===== src/rtl/lift53_step_pipe.sv =====
// Three-stage 5/3 (LeGall) lifting-step engine: one predict/update step, forward or inverse,
// with valid/ready flow control, symmetric edge extension, optional saturation and sticky overflow.
module lift53_step_pipe #(
  parameter int W     = 24,
  parameter bit SAT   = 1'b0,
  parameter int CNT_W = 16
) (
  input  logic                clk,
  input  logic                rst_n,
  input  logic                clr,
  input  logic                in_valid,
  output logic                in_ready,
  input  logic signed [W-1:0] x_left,
  input  logic signed [W-1:0] x_center,
  input  logic signed [W-1:0] x_right,
  input  logic                edge_l,
  input  logic                edge_r,
  input  logic                even_odd,
  input  logic                fwd_inv,
  output logic                out_valid,
  input  logic                out_ready,
  output logic signed [W-1:0] y,
  output logic                ovf,
  output logic [CNT_W-1:0]    sample_cnt
);

  localparam int XW = W + 2;
  localparam logic signed [XW-1:0] MAXV = {3'b000, {(W-1){1'b1}}};
  localparam logic signed [XW-1:0] MINV = {3'b111, {(W-1){1'b0}}};

  function automatic logic out_of_range(input logic signed [XW-1:0] v);
    return (v > MAXV) || (v < MINV);
  endfunction

  function automatic logic signed [W-1:0] fit_w(input logic signed [XW-1:0] v);
    if (SAT && (v > MAXV)) return MAXV[W-1:0];
    if (SAT && (v < MINV)) return MINV[W-1:0];
    return v[W-1:0];
  endfunction

  logic                 w_en;
  logic                 w_accept;
  logic signed [W-1:0]  w_l;
  logic signed [W-1:0]  w_r;

  logic                 r_vld_p1;
  logic signed [W-1:0]  r_l_p1;
  logic signed [W-1:0]  r_c_p1;
  logic signed [W-1:0]  r_r_p1;
  logic                 r_eo_p1;
  logic                 r_fi_p1;

  logic signed [XW-1:0] w_sum;
  logic signed [XW-1:0] w_sum_rnd;
  logic signed [XW-1:0] w_t;

  logic                 r_vld_p2;
  logic signed [XW-1:0] r_t_p2;
  logic signed [XW-1:0] r_c_p2;
  logic                 r_sub_p2;

  logic signed [XW-1:0] w_res;
  logic                 r_vld_p3;
  logic signed [W-1:0]  r_y_p3;
  logic                 r_ovf;
  logic [CNT_W-1:0]     r_cnt;

  // A full output register that is not being taken freezes every stage.
  assign w_en     = !r_vld_p3 || out_ready;
  assign in_ready = w_en && rst_n;
  assign w_accept = in_valid && in_ready;

  always_comb begin
    w_l = x_left;
    w_r = x_right;
    if (edge_l && edge_r) begin
      w_l = x_center;
      w_r = x_center;
    end else if (edge_l) begin
      w_l = x_right;
    end else if (edge_r) begin
      w_r = x_left;
    end
  end

  always_ff @(posedge clk or negedge rst_n) begin
    if (!rst_n) begin
      r_vld_p1 <= 1'b0;
      r_vld_p2 <= 1'b0;
      r_vld_p3 <= 1'b0;
    end else if (w_en) begin
      r_vld_p1 <= w_accept;
      r_vld_p2 <= r_vld_p1;
      r_vld_p3 <= r_vld_p2;
    end
  end

  // S1: edge-substituted operands and mode bits
  always_ff @(posedge clk) begin
    if (w_en) begin
      r_l_p1  <= w_l;
      r_c_p1  <= x_center;
      r_r_p1  <= w_r;
      r_eo_p1 <= even_odd;
      r_fi_p1 <= fwd_inv;
    end
  end

  assign w_sum     = {{2{r_l_p1[W-1]}}, r_l_p1} + {{2{r_r_p1[W-1]}}, r_r_p1};
  assign w_sum_rnd = w_sum + XW'(2);
  assign w_t       = r_eo_p1 ? (w_sum_rnd >>> 2) : (w_sum >>> 1);

  // S2: floor-shifted neighbour term; subtract for forward predict and inverse update
  always_ff @(posedge clk) begin
    if (w_en) begin
      r_t_p2   <= w_t;
      r_c_p2   <= {{2{r_c_p1[W-1]}}, r_c_p1};
      r_sub_p2 <= r_eo_p1 ^ r_fi_p1;
    end
  end

  assign w_res = r_sub_p2 ? (r_c_p2 - r_t_p2) : (r_c_p2 + r_t_p2);

  // S3: output register, overflow flag and delivery counter
  always_ff @(posedge clk or negedge rst_n) begin
    if (!rst_n) begin
      r_y_p3 <= '0;
      r_ovf  <= 1'b0;
      r_cnt  <= '0;
    end else begin
      if (w_en && r_vld_p2) r_y_p3 <= fit_w(w_res);
      if (clr) r_ovf <= 1'b0;
      else if (w_en && r_vld_p2 && out_of_range(w_res)) r_ovf <= 1'b1;
      if (clr) r_cnt <= '0;
      else if (r_vld_p3 && out_ready) r_cnt <= r_cnt + 1'b1;
    end
  end

  assign out_valid  = r_vld_p3;
  assign y          = r_y_p3;
  assign ovf        = r_ovf;
  assign sample_cnt = r_cnt;

endmodule


===== config.mk =====
export PLATFORM = sky130hd
export DESIGN_NAME = lift53_step_pipe
export DESIGN_NICKNAME = d
export VERILOG_FILES = /design/src/rtl/lift53_step_pipe.sv
export SDC_FILE = /design/constraint.sdc
export NUM_CORES = 1
export LEC_CHECK = 0
export CAP_MARGIN = 0
export CORE_ASPECT_RATIO = 1.5
export CORE_MARGIN = 10
export CORE_UTILIZATION = 35
export CTS_BUF_LIST = sky130_fd_sc_hd__clkbuf_8 sky130_fd_sc_hd__clkbuf_16
export CTS_CLUSTER_DIAMETER = 150
export DETAILED_ROUTE_END_ITERATION = 10
export PLACE_DENSITY = 0.57
export SLEW_MARGIN = 20
export SYNTH_ARGS = -nofsm -noshare
export SYNTH_HDL_FRONTEND = slang
export SYNTH_SLANG_ARGS = --single-unit
export TNS_END_PERCENT = 20

===== constraint.sdc =====
create_clock -name clk -period 5.62 [get_ports clk]
set_input_delay 0.562 -clock clk [delete_from_list [all_inputs] [get_ports clk]]
set_output_delay 0.562 -clock clk [all_outputs]
set_load 0.03 [all_outputs]

==> qor.csv, run 1 <==
stage,metric,value,unit
run_status,status,finished clean,
clocking,clk_latency,0.45,ns
synth,avgSynthCellArea,10.2,sq um
global_routing,grt_use_met2,0.215,
placed_design,place_area,11800,sq um
sta,finalMaxSlewViolations,0,
job,max_cap_viol_count,0,
placed_design,io_buffers,123,
clocking,cts_buffers,17,
worst_setup_path,worst_setup_path_start_kind,flip-flop,
die,io-pin-count,124,
cells_and_area,layout_common_cells,"edfxtp_1, clkdlybuf4s50_1, nor2_1",
power_and_ir_drop,p_total,6.01,mW
clocking,clock-root-buffer,clkbuf_16,
sta,setup_violations,0,
cells_and_area,finalInstanceArea,12400,sq um
hold_path,hold_class,in2async,
synth,synth_flop_cell,edfxtp_1,
sta,finalHoldViolCount,0,
synth,yosys.area_share.adder,0.0665,
cells_and_area,seqCellArea,4790,sq um
synth,synth_compound_area_frac,0.171,
route,routed_via_density,5.01,
worst_setup_path,crit_required,5.95,ns
sta,tightestPinTransition,0.922,ns
synth,synthArstFlopShare,0.263,
global_routing,grtUsageTotal,0.123,
route,dr.pass1.iters,7,
route,wl_per_cell,14.9,um
synth,synth.net_count,1136,
sta,tns,0,ns
clocking,cts-htree-levels,4,
cells_and_area,multi_input_area,5150,sq um
cells_and_area,num-fill-cells,2806,
route,antenna_left,0,
clocking,cts_tree,built,
synth,ys_seq_area_frac,0.470,
die,core,28700,sq um
synth,yosysWarnings,0,
sta,finalClockSkew,0.0116,ns
global_routing,antenna_found_initial,0,
synth,syn_inst,1002,
clocking,cts_hold_buf,0,
cells_and_area,drive_gt1_frac,0.0589,
clocking,clk_pin_slew,0.06,ns
power_and_ir_drop,p_per_area,486,nW/um^2
clocking,cts_setup_buffers,0,
placed_design,post-dp-hpwl,17200,um
cells_and_area,area_delta_synth_final,21.2,%
worst_setup_path,arrival,4.85,ns
synth,synth_cell_types,76,
worst_setup_path,crit_buf_inv,1,
synth,synthMuxAreaShare,0.0564,
sta,fin_crit,4.52,ns
power_and_ir_drop,cellLeakagePower,4.81,nW
global_routing,use_met3,0.0262,
cells_and_area,n_antenna_cell,0,
cells_and_area,final_common_cell,edfxtp_1,
sta,grt_setup_unrepaired,false,
global_routing,grt_pass1_vias,7607,
global_routing,grt_util_met1,0.143,
worst_setup_path,slowest_delay,0.65,ns
worst_setup_path,critPathTopFamily,simple AND/OR/NAND/NOR gates,
synth,synthXorXnorAreaFrac,0.0643,
global_routing,busiest_layer,met2,
die,die_height,229,um
synth,synth_top_family_by_area,compound AO/OA/AOI/OAI gates,
global_routing,grt_pass1_wl,37500,um
synth,synth_area,10200,sq um
worst_setup_path,cpMaxStageDelayCell,a2111oi_0,
synth,synth-seq-cells,167,
sta,slew_headroom,0.385,
die,start_util,0.355,
global_routing,grt_max_degree,76,
cells_and_area,finish.utilization,0.430,
die,die_w,159,um
route,initialDrtViolationCount,409,
sta,period_share,0.804,
global_routing,grt_overflow,0,
synth,post_synth_and_or_nand_nor_area_fraction,0.147,
clocking,cts_resized,0,
synth,synth-edff-count,123,
worst_setup_path,critPathMostFrequentCell,nor2_1,
worst_setup_path,crit_chain,or4_1 -> nor4_1 -> nand2b_1 -> nor2_1 -> nor2_1 -> xnor2_1 -> ha_1 -> a21o_1 -> a21oi_1 -> nand2b_1 -> inv_1 -> a2111oi_0 -> nor2_1 -> a41o_1 -> or2_1 -> o311a_1,
worst_setup_path,cp_max_fo,6,
clocking,clk_path_buf_depth,2,
cells_and_area,layout.nets,1242,
die,rows,76,
route,num_vias,7570,
route,drc,0,
worst_setup_path,crit_type,reg2reg,
placed_design,gp_congestion,0.792,
die,dieArea,36500,sq um
route,wl,22500,um
sta,clock.fmax,0.221,GHz
power_and_ir_drop,ir_worst_vdd,0.000218,V
clocking,cts.sinks,167,
worst_setup_path,end_kind,flip-flop,
## path summary, 6_finish.rpt
check                           start    endpoint  slack, ns  cells past startpoint
setup / recovery            r_t_p2[3]         ovf       1.10                     16
hold / removal                  rst_n        y[1]       0.19                      2
setup reg to reg            r_t_p2[3]         ovf       1.10                     16
hold reg to reg            r_c_p1[20]  r_c_p2[20]       0.41                      0
max in group asynchronous       rst_n    r_vld_p1       5.02                      2
min in group clk           r_c_p1[20]  r_c_p2[20]       0.41                      0
## routing by layer
metal | part of all wire | wire length, um
met1 | 0.45 | 10100
met4 | 0.021 | 465
met2 | 0.50 | 11100
met3 | 0.033 | 735
met5 | 0 | 0
## through the flow
stage | hold WS (ns) | instances | worst slack (ns)
after detailed placement | 0.405 | 1478 | 1.12
after global placement | 0.403 | 1478 | 1.09
after floorplan | 0.266 | 1002 | 0.296
final | 0.192 | 1511 | 1.10
after CTS | 0.203 | 1510 | 1.09
after global routing | 0.258 | 1511 | 0.816
## flip-flops by register name (all words and copies together) (netlist names)
register	flops
r_c_p1	24
r_c_p2	24
r_l_p1	24
r_r_p1	24
r_t_p2	24
y	24
sample_cnt	16
out_valid	1
ovf	1
r_eo_p1	1
r_fi_p1	1
r_sub_p2	1
r_vld_p1	1
r_vld_p2	1
## worst reg2reg max path: cells and delay by family, from the launching register on
| kind | cells | cell delay, ns |
|---|---|---|
| compound gates | 5 | 1.60 |
| xor+xnor | 1 | 0.16 |
| fa+ha+maj | 1 | 0.35 |
| buf+inv | 1 | 0.05 |
| flops | 1 | 0.47 |
| simple gates | 8 | 1.79 |
## synth_stat cells (all sizes together), types with 4 or more instances
| cell type | n | share of area |
|---|---|---|
| mux2 | 4 | 0.0044 |
| and4 | 4 | 0.0034 |
| and2 | 10 | 0.0061 |
| buf | 14 | 0.0064 |
| a31oi | 11 | 0.0067 |
| a211oi | 6 | 0.0044 |
| nand4 | 13 | 0.0080 |
| o21a | 7 | 0.0052 |
| nor2 | 114 | 0.042 |
| a21oi | 110 | 0.055 |
| nor2b | 6 | 0.0037 |
| ha | 51 | 0.063 |
| nor4 | 8 | 0.0061 |
| and3 | 9 | 0.0056 |
| a32o | 9 | 0.0090 |
| edfxtp | 123 | 0.36 |
| o211ai | 4 | 0.0043 |
| inv | 23 | 0.0085 |
| mux2i | 53 | 0.052 |
| nand3 | 24 | 0.012 |
| a41o | 4 | 0.0039 |
| o21ai | 57 | 0.028 |
| o31ai | 4 | 0.0029 |
| a21o | 16 | 0.012 |
| nand2b | 15 | 0.0092 |
| o2111ai | 4 | 0.0034 |
| or3 | 7 | 0.0043 |
| nand2 | 67 | 0.025 |
| o311ai | 4 | 0.0034 |
| o21bai | 6 | 0.0048 |
| or2 | 4 | 0.0025 |
| nor3 | 18 | 0.0088 |
| xnor2 | 48 | 0.042 |
| clkbuf | 29 | 0.011 |
| xor2 | 26 | 0.022 |
| dfrtp | 44 | 0.11 |
## final cells by class
class	instances	area share
inverters	23	0.00698
repair buffers	130	0.103
clock inverters	13	0.00698
well taps	390	0.0395
multi-input cells	769	0.417
flip-flops and latches	167	0.388
clock buffers	19	0.0385
## cells by family (layout without fill, tap and decap cells)
kind of cell / after synthesis / after routing
AO/OA/AOI/OAI: 273 / 273
XOR/XNOR: 74 / 74
adder cells (fa/ha/maj): 53 / 53
buffers and inverters: 66 / 185
flip-flops: 167 / 167
multiplexers: 57 / 57
AND/OR/NAND/NOR: 312 / 312
## power breakdown
group | switching (mW) | internal (mW) | leakage, nW
Combinational | 1.71 | 1.28 | 2.70
Sequential | 0.205 | 1.69 | 1.83
Clock | 0.502 | 0.619 | 0.288
Total | 2.42 | 3.59 | 4.81
Power figures use the tool's default switching activity.
==> inputs of run 2 (changes only) <==
==> constraint.sdc (replaced) <==
create_clock -name clk -period 4.67 [get_ports clk]
set_input_delay 0.467 -clock clk [delete_from_list [all_inputs] [get_ports clk]]
set_output_delay 0.467 -clock clk [all_outputs]
set_load 0.03 [all_outputs]
==> run 2 against run 1 <==
Clock power increased by 29%; core utilization increased by 0.27 points; worst setup slack got worse by 0.75 ns; critical path depth increased by 1; global-route usage increased by 0.074 points; clock skew decreased by 0.0033 ns; first-iteration DRC count decreased by 11%; sequential power increased by 19%; fmax increased by 4.5%; die area unchanged; routed wire length increased by 0.99%.
==> qor.csv, run 2 (same netlist as run 1, synthesis figures left out) <==
stage,metric,value,unit,change
run_status,status,finished clean,,
cells_and_area,area_delta_synth_final,21.9,%,
sta,period_share,0.926,,+0.122
worst_setup_path,crit_required,4.99,ns,-0.96 ns
clocking,clk_path_buf_depth,2,,unchanged
power_and_ir_drop,p_sw,2.91,mW,+20%
clocking,cts-htree-levels,4,,unchanged
placed_design,place_area,11800,sq um,+0.25%
route,wl_per_cell,15.0,um,+0.79%
worst_setup_path,reg2reg_to,ovf,,
power_and_ir_drop,ir_worst_vdd,0.000285,V,+31%
clocking,cts_setup_buffers,0,,unchanged
worst_setup_path,arrival,4.64,ns,-0.21 ns
sta,finalHoldViolCount,0,,unchanged
worst_setup_path,critPathMostFrequentCell,nor2_1,,
clocking,clk_latency,0.43,ns,-0.02 ns
die,rows,76,,unchanged
worst_setup_path,slowest_delay,0.58,ns,-0.07 ns
route,wl,22700,um,+0.99%
sta,fin_crit,4.32,ns,-0.196 ns
worst_setup_path,r2r_start,r_t_p2[3],,
sta,clock.fmax,0.231,GHz,+4.5%
cells_and_area,finalInstanceArea,12400,sq um,+0.62%
worst_setup_path,crit_chain,or4_1 -> nor4_1 -> nand2b_1 -> nor2_1 -> nor2_1 -> xnor2_1 -> ha_1 -> a21o_1 -> a21oi_1 -> nand2b_1 -> inv_1 -> a2111oi_1 -> buf_4 -> nor2_1 -> a41o_1 -> or2_1 -> o311a_1,,
route,antenna_left,0,,unchanged
sta,slew_headroom,0.520,,+0.135
worst_setup_path,worst_setup_path_start_kind,flip-flop,,
die,io-pin-count,124,,unchanged
worst_setup_path,r2r_cells,17,,+1
job,max_cap_viol_count,0,,unchanged
sta,finalMaxSlewViolations,0,,unchanged
route,dr.pass1.iters,5,,-2
power_and_ir_drop,netSwitchingFraction,0.395,,-0.00702
clocking,cts.sinks,167,,unchanged
cells_and_area,n_antenna_cell,0,,unchanged
cells_and_area,layout.nets,1245,,+0.24%
sta,tns,0,ns,unchanged
worst_setup_path,cp_max_fo,6,,unchanged
power_and_ir_drop,pwr-share-comb,0.497,,about the same
cells_and_area,seqCellArea,4790,sq um,unchanged
clocking,cts_tree,built,,
power_and_ir_drop,power_frac_clock,0.195,,+0.009
route,num_vias,7605,,+0.46%
clocking,cts_resized,0,,unchanged
global_routing,grt_max_degree,55,,-28%
global_routing,antenna_found_initial,0,,unchanged
route,initialDrtViolationCount,365,,-11%
cells_and_area,layout_common_cells,"edfxtp_1, clkdlybuf4s50_1, nor2_1",,
clocking,cts_buffers,17,,unchanged
die,die_height,229,um,unchanged
worst_setup_path,cpMaxStageDelayCell,or4_1,,
power_and_ir_drop,p_per_area,593,nW/um^2,+22%
die,die_w,159,um,unchanged
die,dieArea,36500,sq um,unchanged
route,routed_via_density,5.02,,+0.26%
worst_setup_path,crit_type,reg2reg,,
cells_and_area,drive_gt1_frac,0.0614,,+0.00251
global_routing,grt_pass1_wl,37800,um,+0.98%
global_routing,grt_pass1_vias,7760,,+2.0%
global_routing,grtUsageTotal,0.124,,+0.000739
cells_and_area,final_common_cell,edfxtp_1,,
worst_setup_path,rrSetupSlack,0.35,ns,-0.75 ns
cells_and_area,num-fill-cells,2822,,+0.57%
cells_and_area,multi_input_area,5160,sq um,+0.17%
die,core,28700,sq um,unchanged
clocking,clk_pin_slew,0.06,ns,about the same
worst_setup_path,end_kind,flip-flop,,
worst_setup_path,critPathTopFamily,simple AND/OR/NAND/NOR gates,,
global_routing,grt_overflow,0,,unchanged
placed_design,gp_congestion,0.817,,+3.2%
sta,setup_violations,0,,unchanged
placed_design,io_buffers,123,,unchanged
power_and_ir_drop,p_int,4.46,mW,+24%
clocking,clock-root-buffer,clkbuf_16,,
hold_path,hold_class,in2async,,
placed_design,post-dp-hpwl,17600,um,+2.5%
clocking,cts_hold_buf,0,,unchanged
sta,finalClockSkew,0.00830,ns,-0.00328 ns
die,start_util,0.355,,unchanged
power_and_ir_drop,cellLeakagePower,4.86,nW,+0.88%
worst_setup_path,crit_buf_inv,2,,+1
power_and_ir_drop,seqPwrFrac,0.309,,-0.006
sta,tightestPinTransition,0.718,ns,-0.205 ns
route,drc,0,,unchanged
[run 2: per-layer routing]
layer,wire length [um],part of all wire,vias to the layer above,global-route usage
met2,11500,0.51,157,0.223
met4,318,0.014,0,0.0412
met3,729,0.032,20,0.0232
met1,10200,0.45,3471,0.145
li1,-,-,3957,-
met5,0,0,-,0
[run 2: worst max-delay path by stage]
stage,cells past startpoint,startpoint,slack (ns),end
global route,16,r_t_p2[3],-0.05,ovf
CTS,14,r_t_p2[3],0.33,ovf
detailed placement,14,r_t_p2[3],0.36,ovf
finish,17,r_t_p2[3],0.35,ovf
global placement,17,r_t_p2[3],0.36,ovf
floorplan,16,r_t_p2[4],0.70,ovf
[run 2: power groups by stage]
| stage | sequential (mW) | clock, mW | combinational (mW) |
|---|---|---|---|
| 5_1_grt | 2.32 | 1.53 | 4.09 |
| 3_5_place_dp | 2.31 | 0 | 3.65 |
| 6_report | 2.27 | 1.44 | 3.66 |
| 3_3_place_gp | 2.29 | 0 | 3.60 |
| 4_1_cts | 2.28 | 1.48 | 3.67 |
| 2_1_floorplan | 2.45 | 0 | 2.55 |
[run 2: cell type report]
class / count / share of cell area
tap: 390 / 0.0392
timing repair buffer: 133 / 0.104
clock inverter: 10 / 0.00694
sequential: 167 / 0.386
multi-input combinational: 769 / 0.415
inverter: 23 / 0.00694
clock buffer: 22 / 0.0425
[run 2: metrics by stage]
stage	cells	hold WS, ns	setup slack (ns)	utilization	total power, mW
after detailed placement	1482	0.405	0.359	0.411	5.95
final	1514	0.120	0.347	0.433	7.37
after floorplan	1002	0.171	0.699	-	5.00
after global placement	1482	0.402	0.362	0.411	5.89
after global routing	1514	0.175	-0.0482	0.433	7.95
after CTS	1514	0.135	0.334	0.433	7.43
